### src/rtl/res_ttl_pulse_counter.sv
// res_ttl_pulse_counter: windowed multi-channel TTL edge counter with parallel snapshot
module res_ttl_pulse_counter #(
  parameter int N_CH = 4,
  parameter int CNT_W = 8,
  parameter int WIN_DIV = 1,
  parameter int SYNC_STAGES = 2
) (
  input  logic                   clk_100Mz,
  input  logic                   sbros,
  input  logic                   clk_1Mz,
  input  logic [N_CH-1:0]        res_ttl_in,
  input  logic [2*N_CH-1:0]      edge_mode,
  output logic [N_CH*CNT_W-1:0]  cnt_form_res_ttl,
  output logic                   cnt_valid,
  output logic [N_CH-1:0]        ovf
);
  localparam int WW = WIN_DIV > 1 ? $clog2(WIN_DIV) : 1;
  logic [SYNC_STAGES-1:0][N_CH:0] sync_q, sync_d;
  logic [N_CH:0] hist_q, hist_d, rise, fall;
  logic armed_q, armed_d, valid_q, valid_d, gate, close;
  logic [WW-1:0] win_cnt_q, win_cnt_d;
  logic [N_CH-1:0][CNT_W-1:0] acc_q, acc_d, nxt, cnt_q, cnt_d;
  logic [N_CH-1:0] ovf_acc_q, ovf_acc_d, ovf_n, ovf_q, ovf_d, inc;
  always_comb begin
    sync_d = {sync_q[SYNC_STAGES-2:0], clk_1Mz, res_ttl_in};
    hist_d = sync_q[SYNC_STAGES-1];
    rise = hist_d & ~hist_q;
    fall = ~hist_d & hist_q;
    gate = rise[N_CH];
    close = armed_q && gate && win_cnt_q == WW'(WIN_DIV - 1);
    armed_d = armed_q | gate;
    win_cnt_d = (!armed_q || close) ? '0 : gate ? win_cnt_q + WW'(1) : win_cnt_q;
    valid_d = close;
    nxt = acc_q;
    ovf_n = ovf_acc_q;
    inc = '0;
    for (int i = 0; i < N_CH; i++) begin
      inc[i] = armed_q & ((edge_mode[2*i] & rise[i]) | (edge_mode[2*i+1] & fall[i]));
      nxt[i] = acc_q[i] + CNT_W'(inc[i] & ~(&acc_q[i]));
      ovf_n[i] = ovf_acc_q[i] | (inc[i] & (&acc_q[i]));
    end
    acc_d = (!armed_q || close) ? '0 : nxt;
    ovf_acc_d = (!armed_q || close) ? '0 : ovf_n;
    cnt_d = close ? nxt : cnt_q;
    ovf_d = close ? ovf_n : ovf_q;
  end
  always_ff @(posedge clk_100Mz) begin
    if (sbros) begin
      sync_q <= '0;
      hist_q <= '0;
      armed_q <= 1'b0;
      valid_q <= 1'b0;
      win_cnt_q <= '0;
      acc_q <= '0;
      ovf_acc_q <= '0;
      cnt_q <= '0;
      ovf_q <= '0;
    end else begin
      sync_q <= sync_d;
      hist_q <= hist_d;
      armed_q <= armed_d;
      valid_q <= valid_d;
      win_cnt_q <= win_cnt_d;
      acc_q <= acc_d;
      ovf_acc_q <= ovf_acc_d;
      cnt_q <= cnt_d;
      ovf_q <= ovf_d;
    end
  end
  assign cnt_form_res_ttl = cnt_q;
  assign cnt_valid = valid_q;
  assign ovf = ovf_q;
endmodule

### config.mk
export PLATFORM = sky130hd
export DESIGN_NAME = res_ttl_pulse_counter
export DESIGN_NICKNAME = d
export VERILOG_FILES = /design/src/rtl/res_ttl_pulse_counter.sv
export SDC_FILE = /design/constraint.sdc
export NUM_CORES = 1
export LEC_CHECK = 0
export BUFFER_PORTS_ARGS = -buffer_cell sky130_fd_sc_hd__buf_2
export CAP_MARGIN = 25
export CORE_MARGIN = 1
export CORE_UTILIZATION = 55
export DETAILED_ROUTE_END_ITERATION = 10
export MAX_ROUTING_LAYER = met4
export PLACE_DENSITY = 0.78
export SYNTH_ARGS = -nofsm -noshare
export SYNTH_HDL_FRONTEND = slang
export SYNTH_SLANG_ARGS = --single-unit
export TNS_END_PERCENT = 100
### constraint.sdc
create_clock -name clk_100Mz -period 2.65 [get_ports clk_100Mz]
set_clock_uncertainty 0.15 [all_clocks]
set_input_delay 0.53 -clock clk_100Mz [delete_from_list [all_inputs] [get_ports clk_100Mz]]
set_output_delay 0.53 -clock clk_100Mz [all_outputs]
set_load 0.02 [all_outputs]
==> metrics <==
Detailed Route Iter0 Violations=94; Hold Path Class=in -> reg; Leak Pwr=0.001398 uW; final hold violation count=0; number of synthesized register bits=90; PnR worst setup slack=414.4 ps; DP Cell Count=464; hold path startpoint=res_ttl_in[0]; Place WS=219.1 ps; fin. max-slew vios=0; deepest clock path buffer count=2; CTS tree=done; CORE AREA=5921 sq um; total wire length=6094 microns; gr ovfl total=0; minimum clock period=2236 ps; Via density=5.322; Syn Nets=373; Vias=2544; Synth top cells by count=dfxtp_1, nor2_1, a21oi_1; Post-synth EDFFs=0; share of cells above drive strength 1=0.1787; PortBufs=51; Mapped Cells=350; mapped cell area=3366 sq um; initial core utilization=0.5685; synth unique cells=36; CP max FO=6; RSZ-0062 raised after global routing=no; io pins=52; measured slew at the worst slew-check pin=619.9 ps; setup bufs post-CTS=0; pwr dens=580.5 nW/um^2; area delta synth->final=13.79%; antenna viol nets, final=0; initial antenna violation count=0; # H-tree levels=3; non-filler cells, final=478; first-pass GRT wire length=9942 microns; share of the synthesized area in the top cell type=0.5353; Final setup viols=0; status=finished, final reports clean; TNS Setup=0 ps; nets=423; most numerous cell in the Yosys netlist=dfxtp_1; Ant. Diodes=0; # DRC=0; Root Driver=clkbuf_8; Worst-Skew Late Latency=340 ps; Synth area leaders=dfxtp_1, nor2_1, a21oi_1; area occupied by multi-input gates=1470 sq um; CTS clk-pin slew, worst paths=80 ps; Final Cycle Share=0.8436; clock sink count=90; Die X=80.23 microns; register area share after synthesis=0.5353; 1st-pass router iterations=4; gr usage total=0.2083; GPL Wtd Cong=0.7826; Crit. End Element=flop; cts hold-fix bufs=0; full die area=6436 sq um; die height=80.23 microns; largest net degree at the start of global routing=64; Max-slew headroom=0.5859; critical path type=reg -> reg; Yosys top cell by area=dfxtp_1; Worst Setup Start Kind=flop; Peak VDD IR=352.2 uV; Filler cells=501; Setup crit start=armed_q; Max Cap Viol=0; post-cts sizing count=0; Primary FF master, synth=dfxtp_1; reg2reg start=armed_q; Avg WL per Cell=12.75 microns; critical path arrival=2340 ps; DP HPWL=4267 microns; Async SR Flop Fraction=0; Worst Path Required=2760 ps; Site Rows=28; FMAX=447.3 MHz; number of buffers created by CTS=9; Reg area=1802 sq um; Synth warnings=0; vias in the first global route=2229; Avg Cell Area, Syn=9.616 sq um
## cell families (layout without fill, tap and decap cells)
group           count (synthesis)  in the layout  synth area share
buf+inv                        23             76           0.02900
fa+ha+maj                       8              8           0.02974
compound gates                 78             78            0.1543
flops                          90             90            0.5353
simple gates                  137            137            0.2152
xor+xnor                       14             14           0.03643
## routing by layer
layer	up-vias	wire (microns)	global-route usage
li1	1332	-	-
met2	53	2607	0.3077
met5	-	0	-
met4	0	70	0.07143
met1	1151	3165	0.2766
met3	8	249	0.05455
## state kept, by name, indices dropped and copies added (netlist names)
name	count
cnt_form_res_ttl	32
win_cnt_q	1
sync_d	5
acc_q	32
armed_q	1
cnt_valid	1
hist_d	5
ovf	4
hist_q	5
ovf_acc_q	4
## path summary, 6_finish.rpt
path	cells past startpoint	slack (ps)	end
min	2	240	sync_d[5]
max	7	410	cnt_form_res_ttl[14]
max reg2reg	7	410	cnt_form_res_ttl[14]
min reg2reg	1	290	hist_d[2]
## critical path, cell delays in order, from the launching register on
cell	delay, ps
dfxtp_1	370
inv_1	150
a211oi_1	290
ha_1	240
ha_1	200
nand3_1	130
or3_1	360
a311oi_1	260
## power breakdown
part	internal [uW]	leakage (uW)	total [uW]	switching (uW)
clock network	359	0.0000766	775	417
logic	28.4	0.000594	73.4	45.0
registers	1370	0.000728	1370	7.40
## per-stage QoR
stage	total power [uW]	area, sq um	hold WS, ps	util
floorplan	1452	3366	263.8	-
global placement	1479	3677	266.4	0.6211
detailed placement	1480	3677	274.9	0.6211
CTS	2239	3830	233.4	0.6469
global route	2312	3830	245.5	0.6469
finish	2223	3830	237.5	0.6469
## cells in the final DEF (no fill, tap or decap), types with 2 or more instances in the layout
master,Yosys,layout
xnor2_1,5,5
ha_1,8,8
a311oi_2,2,2
nor2b_1,19,19
nor3_1,2,2
nand3_1,12,12
a211oi_1,17,17
o21ai_0,12,12
inv_1,7,7
nor2_1,43,43
or3_1,11,11
buf_4,1,4
clkbuf_1,8,4
a21oi_1,27,27
a211o_1,2,2
nand3b_1,8,8
nand2_1,20,20
xor2_1,9,9
and2_1,7,7
a31oi_1,3,3
nand4_1,8,8
clkbuf_8,0,10
a311oi_1,11,11
dfxtp_1,90,90
buf_2,6,51
## cell type report
| cell class | instances | area share |
|---|---|---|
| flip-flops and latches | 90 | 0.4704 |
| multi-input cells | 237 | 0.3839 |
| repair buffers | 55 | 0.07449 |
| clock buffers | 14 | 0.03986 |
| well taps | 75 | 0.02450 |
| inverters | 7 | 0.006861 |
(Power assumes the default switching activity.)
